File: src/rtl/secure_serdes_decryptor_core.sv
// Purpose : receive-side serial decryptor; XORs an MSB-first ciphertext stream with a rotating key and deserializes DATA_W plaintext bits.
// Latency : accepted start edge E0 -> plain_valid visible after edge E_DATA_W (one extra edge when SECURE_SERDES_DECRYPTOR_PARITY_EN is defined).
// Backpressure: the finished word is held in HOLD while plain_ready is low; no serial bits are consumed until the handshake completes.
// Optional feature: define SECURE_SERDES_DECRYPTOR_PARITY_EN to add a trailing unencrypted even-parity bit checked against the plaintext.

`default_nettype none

module secure_serdes_decryptor_core #(
    parameter int DATA_W = 8,
    parameter int KEY_W  = 8
) (
    input  logic              clk,
    input  logic              rst_n,
    input  logic              start,
    input  logic              cipher_bit,
    input  logic [KEY_W-1:0]  key,
    output logic [DATA_W-1:0] plain_data,
    output logic              plain_valid,
    input  logic              plain_ready,
    output logic              busy,
    output logic              done,
    output logic              parity_err
);

    localparam int CNT_W = (DATA_W > 1) ? $clog2(DATA_W) : 1;

    localparam logic [1:0] ST_IDLE   = 2'd0;
    localparam logic [1:0] ST_SHIFT  = 2'd1;
`ifdef SECURE_SERDES_DECRYPTOR_PARITY_EN
    localparam logic [1:0] ST_PARITY = 2'd2;
`endif
    localparam logic [1:0] ST_HOLD   = 2'd3;

    logic [1:0]        state;
    logic [1:0]        state_nxt;
    logic [KEY_W-1:0]  key_reg;
    logic [KEY_W-1:0]  key_rot;
    logic [CNT_W-1:0]  cnt;
    logic [DATA_W-1:0] shift_dat;
    logic              done_q;
    logic              plain_bit;
    logic              last_bit;
    logic              start_acc;
    logic              handshake;

    // A start strobe only counts while idle; busy states ignore it entirely.
    assign start_acc = (state == ST_IDLE) && start;
    assign handshake = (state == ST_HOLD) && plain_ready;

    // The key MSB always holds the key bit for the bit arriving this cycle.
    assign plain_bit = cipher_bit ^ key_reg[KEY_W-1];
    assign last_bit  = (cnt == CNT_W'(DATA_W - 1));

    // Rotate-left by one written as an index map so KEY_W=1 degenerates cleanly.
    always_comb begin
        key_rot = '0;
        for (int i = 0; i < KEY_W; i++) begin
            key_rot[(i + 1) % KEY_W] = key_reg[i];
        end
    end

    // Frame sequencing: IDLE -> SHIFT -> [PARITY] -> HOLD -> IDLE.
    always_comb begin
        state_nxt = state;
        case (state)
            ST_IDLE: begin
                if (start) state_nxt = ST_SHIFT;
            end
            ST_SHIFT: begin
                if (last_bit) begin
`ifdef SECURE_SERDES_DECRYPTOR_PARITY_EN
                    state_nxt = ST_PARITY;
`else
                    state_nxt = ST_HOLD;
`endif
                end
            end
`ifdef SECURE_SERDES_DECRYPTOR_PARITY_EN
            ST_PARITY: begin
                state_nxt = ST_HOLD;
            end
`endif
            ST_HOLD: begin
                if (plain_ready) state_nxt = ST_IDLE;
            end
            default: begin
                state_nxt = ST_IDLE;
            end
        endcase
    end

    // State register.
    always_ff @(posedge clk or negedge rst_n) begin
        if (!rst_n) begin
            state <= ST_IDLE;
        end else begin
            state <= state_nxt;
        end
    end

    // Datapath: latch key on accepted start, then shift one decrypted bit per cycle.
    // The shift register doubles as the output word, so it keeps the last frame
    // until reset or the next accepted start clears it.
    always_ff @(posedge clk or negedge rst_n) begin
        if (!rst_n) begin
            key_reg   <= '0;
            cnt       <= '0;
            shift_dat <= '0;
        end else if (start_acc) begin
            key_reg   <= key;
            cnt       <= '0;
            shift_dat <= '0;
        end else if (state == ST_SHIFT) begin
            shift_dat <= {shift_dat[DATA_W-2:0], plain_bit};
            key_reg   <= key_rot;
            cnt       <= cnt + CNT_W'(1);
        end
    end

    // Completion pulse lands on the cycle after the valid/ready handshake.
    always_ff @(posedge clk or negedge rst_n) begin
        if (!rst_n) begin
            done_q <= 1'b0;
        end else begin
            done_q <= handshake;
        end
    end

`ifdef SECURE_SERDES_DECRYPTOR_PARITY_EN
    logic par_q;

    // Trailing bit is sent in clear; flag set when it breaks even parity over the plaintext.
    always_ff @(posedge clk or negedge rst_n) begin
        if (!rst_n) begin
            par_q <= 1'b0;
        end else if (start_acc) begin
            par_q <= 1'b0;
        end else if (state == ST_PARITY) begin
            par_q <= cipher_bit ^ (^shift_dat);
        end
    end

    assign parity_err = par_q;
`else
    assign parity_err = 1'b0;
`endif

    assign plain_data  = shift_dat;
    assign plain_valid = (state == ST_HOLD);
    assign busy        = (state != ST_IDLE);
    assign done        = done_q;

endmodule

`default_nettype wire

File: config.mk
export PLATFORM = sky130hd
export DESIGN_NAME = secure_serdes_decryptor_core
export DESIGN_NICKNAME = d
export VERILOG_FILES = /design/src/rtl/secure_serdes_decryptor_core.sv
export SDC_FILE = /design/constraint.sdc
export NUM_CORES = 1
export LEC_CHECK = 0
export CORE_MARGIN = 2
export CORE_UTILIZATION = 50
export CTS_CLUSTER_DIAMETER = 80
export DETAILED_ROUTE_END_ITERATION = 6
export MAX_ROUTING_LAYER = met4
export PLACE_DENSITY = 0.93
export RECOVER_POWER = 25
export SYNTH_ARGS = -nofsm -noshare
export SYNTH_HDL_FRONTEND = slang
export SYNTH_SLANG_ARGS = --single-unit
File: constraint.sdc
create_clock -name clk -period 2.85 [get_ports clk]
set_input_delay 0.4275 -clock clk [delete_from_list [all_inputs] [get_ports clk]]
set_output_delay 0.4275 -clock clk [all_outputs]
set_load 0.02 [all_outputs]
# ---- Word level (Yosys, flattened, before mapping)
# Index checks and enable logic that the tools add are counted.
dict set report totals {
  inputBits 13
  out_inout_bits 12
  word_cells 29
  reg_bits 22
}
dict set report op_classes {
  n_eq_ne 6
  mux 10
  n_addsub 1
  n_reduce_logical 6
  bitwise_logic 1
}
# operator count
set op_table {}
lappend op_table {{8-bit 2-to-1 mux} 4}
lappend op_table {{2-bit 2-to-1 mux} 3}
lappend op_table {{3-bit 2-to-1 mux} 2}
lappend op_table {{2-bit one-hot mux with 3 select lines} 1}
lappend op_table {{2-bit inequality test (second input constant)} 2}
lappend op_table {{2-bit nonzero test} 2}
lappend op_table {{3-bit by 1-bit adder with 3-bit output (second input constant)} 1}
lappend op_table {{3-bit equality test (second input constant)} 1}
lappend op_table {{3-bit AND reduction} 1}
lappend op_table {{2-bit by 1-bit equality test with 1-bit output (second input constant)} 1}
lappend op_table {{2-bit equality test (second input constant)} 1}
lappend op_table {{1-bit logical AND} 2}
lappend op_table {{2-bit logical NOT} 1}
lappend op_table {{2-bit by 1-bit inequality test with 1-bit output (second input constant)} 1}
lappend op_table {{1-bit bitwise XOR} 1}

# ---- Depth between registers and ports, before layout
# Gate-level depths: netlist of the first run.
dict set report logic_depth {
  ltp_word 3
  mapped_depth 5
  depth_no_buf 4
}

# ---- Worst setup path before layout of the first run
# Ideal clock, no wire load.
dict set report synth_timing {
  path_type {register to output}
  from {reg state[1]}
  to {out plain_valid}
  stages_incl_launch_ff 4
  path_buffers 1
  arrival_ps 1001
  slack_ps 1422
  cell_sequence {dfrtp_1 buf_2 clkinv_1 nor2_1}
}
dict set report synth_between {
  elab_chain_len 1
}
# item line
set synth_lines {}
lappend synth_lines {{start, declared} 34} ;# logic [1:0] state;
lappend synth_lines {{start signal, assigned} 97} ;# state <= state_nxt;
lappend synth_lines {{2-bit equality test} 149} ;# assign plain_valid = (state == ST_HOLD);
lappend synth_lines {{end, declared} 18} ;# output logic plain_valid,
# Every way passes these cells.

# ---- Worst setup path in the final report of the first run
# Ends and elaborated chain as after synthesis.

==> results of run 1 <==
[routing by layer]
metal  wire (microns)  GRT usage
met5                0          -
met4               45     0.1278
met3              144    0.01923
met2              984     0.3068
met1              849     0.2808
[metrics by stage]
stage	util	cell area [sq um]	cells	total power, uW	hold slack (ns)
6_report	0.6932	1210	128	1441	0.5167
3_5_place_dp	0.6724	1174	124	1276	0.4927
3_3_place_gp	0.6724	1174	124	1237	0.4859
4_1_cts	0.6932	1210	128	1445	0.5237
5_1_grt	0.6932	1210	128	1536	0.5479
2_1_floorplan	-	933.4	79	1024	0.1319
[placed cells by master, fill, tap and decap left out, types with 2 or more instances in the layout]
master / count
a21oi_1: 3
a22o_1: 9
a22oi_1: 3
a2bb2oi_1: 3
clkbuf_4: 3
clkdlybuf4s50_1: 20
clkinv_1: 2
dfrtp_1: 22
dlygate4sd3_1: 3
ha_1: 2
inv_1: 3
nand2_1: 4
nand2b_1: 2
nor2_1: 3
o21ai_0: 4
o22ai_1: 6
[cell families after synthesis]
group | after synthesis | share of synthesized area
flops | 22 | 0.5898
simple gates | 13 | 0.07373
other cells | 1 | 0.004018
compound gates | 31 | 0.2453
xor+xnor | 1 | 0.009385
fa+ha+maj | 2 | 0.02681
buf+inv | 9 | 0.05094
[power by group through the flow]
stage                     Clock, uW  Sequential (uW)  Combinational (uW)
after floorplan                   0              597                 427
after global placement            0              569                 669
after detailed placement          0              578                 697
after CTS                       173              572                 701
after global routing            185              592                 759
final                           170              576                 696
[Yosys cell counts, drive strengths merged]
library cell / n
a22o: 9
buf: 4
dfrtp: 22
or2: 1
and3: 1
o21bai: 1
o22ai: 6
xnor2: 1
a221o: 1
conb: 1
o21ai: 4
a21oi: 3
a2bb2oi: 3
or3b: 1
nand2: 4
ha: 2
o221a: 1
nor2: 4
inv: 3
nand2b: 2
clkinv: 2
a22oi: 3
[worst register-to-register path: stages (launching register included)]
cell and delay [ns]:
dfrtp_1 0.51, clkinv_1 0.29, nor2_2 0.43, a221o_1 0.22
[cell type report]
class,instances,share of cell area
repair buffers,24,0.1965
well taps,25,0.02585
inverters,5,0.01551
multi-input cells,48,0.2771
clock buffers,4,0.02999
flip-flops and latches,22,0.4550
[final timing paths]
path / start / endpoint / cells past startpoint
max in group asynchronous: rst_n / key_reg[6] / 1
worst min register to register: cnt[1] / cnt[1] / 1
worst min-delay path: cnt[1] / cnt[1] / 1
min in group asynchronous: rst_n / state[1] / 1
worst max register to register: state[0] / key_reg[6] / 3
worst max-delay path: state[1] / plain_valid / 3
==> flow_summary.json, run 1 <==
{
  "status": "finished, final reports clean",
  "tritoncts": "yes",
  "peakVddDrop_uv": 598.4,
  "drc": 0,
  "antenna_found_initial": 0,
  "drt-initial-drc-count": 20,
  "ant_nets": 0,
  "yosys_register_bits": 22,
  "arrival_ns": 1.91,
  "worst_pin_slew_ns": 0.9630,
  "clockBufferDepth": 2,
  "viasPerCell": 5.766,
  "dr.pass1.iters": 4,
  "finalSetupTns_ns": 0,
  "max_stage_delay_ns": 0.61,
  "synth-seq-area-share": 0.5898,
  "multiInputGateArea_sq_um": 335.3,
  "syn-num-nets": 94,
  "worstSkewPairLatency_ns": 0.30,
  "critPathRequiredTime_ns": 2.42,
  "yosysUniqueCellTypes": 25,
  "hpwlAfterDp_mm": 1.480,
  "vias": 738,
  "fin_nets": 119,
  "critical_path.top_delay_family": "buffers and inverters",
  "yosysTopAreaCell": "dfrtp_1",
  "nFillCells": 122,
  "cp_slowest_cell": "clkdlybuf4s50_1",
  "num_rows": 15,
  "core_area_sq_mm": 0.001745,
  "regToRegSetupSlack_ns": 1.34,
  "routed_wl_mm": 2.023,
  "postSynthCellCount": 79,
  "synth_area_sq_um": 933.4,
  "track_usage": 0.2097,
  "die-area_sq_mm": 0.002228,
  "first_global_vias": 676,
  "final-setup-viol-count": 0,
  "seq_area_sq_um": 550.5,
  "syn_area_per_cell_sq_um": 11.82,
  "initial_utilization": 0.5348,
  "path_clk_slew_ns": 0.13,
  "rsz0062_at_grt": "no",
  "pwr-share-comb": 0.483,
  "wl_per_cell_microns": 15.80,
  "p_int_uw": 882.0,
  "relSlewSlack": 0.3559,
  "die_w_microns": 47.21,
  "worstSetupPathType": "reg2out",
  "clock_skew_ns": 0.009759,
  "sequentialPowerShare": 0.400,
  "hold_class": "reg2reg",
  "root_buffer": "clkbuf_4",
  "p_per_area_mw_per_mm2": 1191,
  "ys_warn_count": 0,
  "grt_pass1_wl_mm": 3.105,
  "clkPwrFrac": 0.118,
  "fmax_mhz": 427.9,
  "dieHeight_microns": 47.21,
  "post-cts-setup-buffers": 0,
  "cap_violations": 0,
  "switching_share": 0.3879,
  "numCtsBuffers": 3,
  "final.setup.worst_slack_ns": 0.5128,
  "io_buffers": 23,
  "path_max_fanout": 11,
  "insertedDiodeCount": 0,
  "h-tree-depth": 1,
  "finalHoldViolCount": 0,
  "drive_gt1_frac": 0.07767,
  "io_pins": 25,
  "synth_top_area_frac": 0.5898,
  "p_leak_uw": 0.0005318,
  "grt_max_degree": 23,
  "cp.buffers_inverters": 2,
  "place.gp.congestion": 0.7919,
  "cts_sinks": 22,
  "ys_top_cells_by_area": "dfrtp_1, a22o_1, o22ai_1, a2bb2oi_1, ha_1",
  "ctsHoldBuffers": 0,
  "end_kind": "output port",
  "crit_path_cell_trace": "clkinv_1, nor2_1, clkdlybuf4s50_1",
  "finalCritPeriodShare": 0.8201,
  "place_ws_ns": 0.8769,
  "start_kind": "flop",
  "slew_viol_final": 0,
  "area_growth_pct": 29.62,
  "grt.overflow.total": 0,
  "cts_resized": 0,
  "power_switching_uw": 558.9,
  "layout_min_cycle_time_ns": 2.337
}
No activity file was read; power rests on OpenSTA's default activity.
==> run 2: changes to the inputs <==
--- a/config.mk
+++ b/config.mk
@@ -6,11 +6,11 @@
 export NUM_CORES = 1
 export LEC_CHECK = 0
 export CORE_MARGIN = 2
-export CORE_UTILIZATION = 50
+export CORE_UTILIZATION = 42
 export CTS_CLUSTER_DIAMETER = 80
 export DETAILED_ROUTE_END_ITERATION = 6
 export MAX_ROUTING_LAYER = met4
-export PLACE_DENSITY = 0.93
+export PLACE_DENSITY = 0.85
 export RECOVER_POWER = 25
 export SYNTH_ARGS = -nofsm -noshare
 export SYNTH_HDL_FRONTEND = slang
==> constraint.sdc (replaced) <==
create_clock -name clk -period 2.05 [get_ports clk]
set_input_delay 0.3075 -clock clk [delete_from_list [all_inputs] [get_ports clk]]
set_output_delay 0.3075 -clock clk [all_outputs]
set_load 0.02 [all_outputs]
==> run 2 against run 1 <==
Largest cell class unchanged. First-iteration DRC count is 65% lower. Die area is 17% higher. Count of clock-buffer cells in the layout is the same. Non-clock buffer count rose by 3. Utilization down 12 points. Critical path type unchanged. Wire length is 0.30% higher.
==> flow_summary.json, run 2 (synthesized netlist as in run 1, its figures left out) <==
{
  "status": "finished, final reports clean",
  "cp-startpoint": "state[1]",
  "grt.overflow.total": 0,
  "post-cts-setup-buffers": 0,
  "cap_violations": 0,
  "postLayoutCoreUtil": 0.5748,
  "core_area_sq_mm": 0.002148,
  "slew_viol_final": 0,
  "cp_slowest_cell": "clkdlybuf4s50_1",
  "start_kind": "flop",
  "worstHoldPathCells": 1,
  "area_growth_pct": 32.31,
  "worst_pin_slew_ns": 1.132,
  "p_per_area_mw_per_mm2": 1638,
  "drc": 0,
  "path_clk_slew_ns": 0.11,
  "p_leak_uw": 0.0005400,
  "rsz0062_at_grt": "no",
  "clock_skew_ns": 0.002980,
  "r2r_cells": 4,
  "final_common_cell": "clkdlybuf4s50_1",
  "finalCritPeriodShare": 0.9255,
  "peakVddDrop_uv": 896.6,
  "track_usage": 0.1701,
  "finalHoldViolCount": 0,
  "num_rows": 17,
  "power_switching_uw": 768.2,
  "hold_class": "reg2reg",
  "die-area_sq_mm": 0.002615,
  "dr.pass1.iters": 4,
  "drive_gt1_frac": 0.1132,
  "antenna_found_initial": 0,
  "final-setup-viol-count": 0,
  "wl_per_cell_microns": 15.14,
  "end_kind": "output port",
  "tritoncts": "yes",
  "endpoint": "busy",
  "drt-initial-drc-count": 7,
  "layout_min_cycle_time_ns": 1.897,
  "finalSetupTns_ns": 0,
  "crit_path_cell_trace": "or2_4, clkdlybuf4s50_1",
  "worstSkewPairLatency_ns": 0.30,
  "root_buffer": "clkbuf_4",
  "cts_sinks": 22,
  "vias": 729,
  "io_buffers": 23,
  "viasPerCell": 5.440,
  "relSlewSlack": 0.2451,
  "clockBufferDepth": 2,
  "die_w_microns": 51.14,
  "pwr-share-comb": 0.488,
  "clkPwrFrac": 0.113,
  "h-tree-depth": 1,
  "numCtsBuffers": 3,
  "regToRegSetupSlack_ns": 0.70,
  "initial_utilization": 0.4345,
  "grt_pass1_wl_mm": 3.208,
  "r2r_end": "key_reg[6]",
  "fin_nets": 122,
  "grt_max_degree": 23,
  "worstHoldStart": "plain_data[7]",
  "io_pins": 25,
  "worstReg2RegStart": "state[0]",
  "first_global_vias": 748,
  "arrival_ns": 1.59,
  "insertedDiodeCount": 0,
  "max_stage_delay_ns": 0.55,
  "nFillCells": 201,
  "p_int_uw": 1255,
  "path_max_fanout": 11,
  "worstSetupPathType": "reg2out",
  "hpwlAfterDp_mm": 1.483,
  "dieHeight_microns": 51.14,
  "layout_common_cells": "clkdlybuf4s50_1, dfrtp_1, a22o_1",
  "timing.hold.ws_ns": 0.5180,
  "sequentialPowerShare": 0.399,
  "switching_share": 0.3798,
  "routed_wl_mm": 2.029,
  "fmax_mhz": 527.1,
  "place.gp.congestion": 0.7676,
  "critPathRequiredTime_ns": 1.74,
  "ant_nets": 0
}
## run 2: how the worst min path moves through the flow
stage	to	slack, ns
after floorplan	cnt[0]	0.01
after global placement	plain_data[7]	0.49
after detailed placement	plain_data[7]	0.49
after CTS	plain_data[2]	0.35
after global routing	plain_data[7]	0.54
final	plain_data[7]	0.52
## run 2: through the flow
| step | cells | total power, uW | area [sq um] | setup slack (ns) |
|---|---|---|---|---|
| 2_1_floorplan | 79 | 1424 | 933.4 | 0.7162 |
| 3_3_place_gp | 130 | 1743 | 1200 | 0.4061 |
| 3_5_place_dp | 130 | 1803 | 1200 | 0.4131 |
| 4_1_cts | 134 | 2038 | 1236 | 0.05299 |
| 5_1_grt | 134 | 2170 | 1235 | 0.05111 |
| 6_report | 134 | 2023 | 1235 | 0.1527 |
## run 2: worst max-delay path, delay by kind of cell (launching register included)
kind | cells | cell delay (ns)
buffers and inverters | 1 | 0.55
flip-flops | 1 | 0.49
AND/OR/NAND/NOR | 1 | 0.25
## run 2: per-layer routing
layer	share of wire	vias to the layer above	GRT usage	routed length, microns
li1	-	342	-	-
met1	0.43	361	0.1962	881
met2	0.51	22	0.3030	1030
met3	0.043	4	0.02047	88
met4	0.014	0	0.06306	29
met5	0	-	-	0
## run 2: power groups by stage
stage / Sequential, uW / Combinational (uW) / Clock, uW
floorplan: 830 / 593 / 0
global placement: 792 / 951 / 0
detailed placement: 806 / 997 / 0
CTS: 799 / 1000 / 235
global route: 830 / 1080 / 257
finish: 808 / 987 / 228
## run 2: what timing repair did
item	CTS	global route
endpoints found under the setup margin	0	1
gates resized for setup	0	2
hold buffers	0	0
## run 2: area by class of cell
type                    instances  area [sq um]  area share
inverters                       5         18.77     0.01520
multi-input cells              48         335.3      0.2715
well taps                      28         35.03     0.02837
flip-flops and latches         22         553.0      0.4478
repair buffers                 27         256.5      0.2077
clock buffers                   4         36.28     0.02938
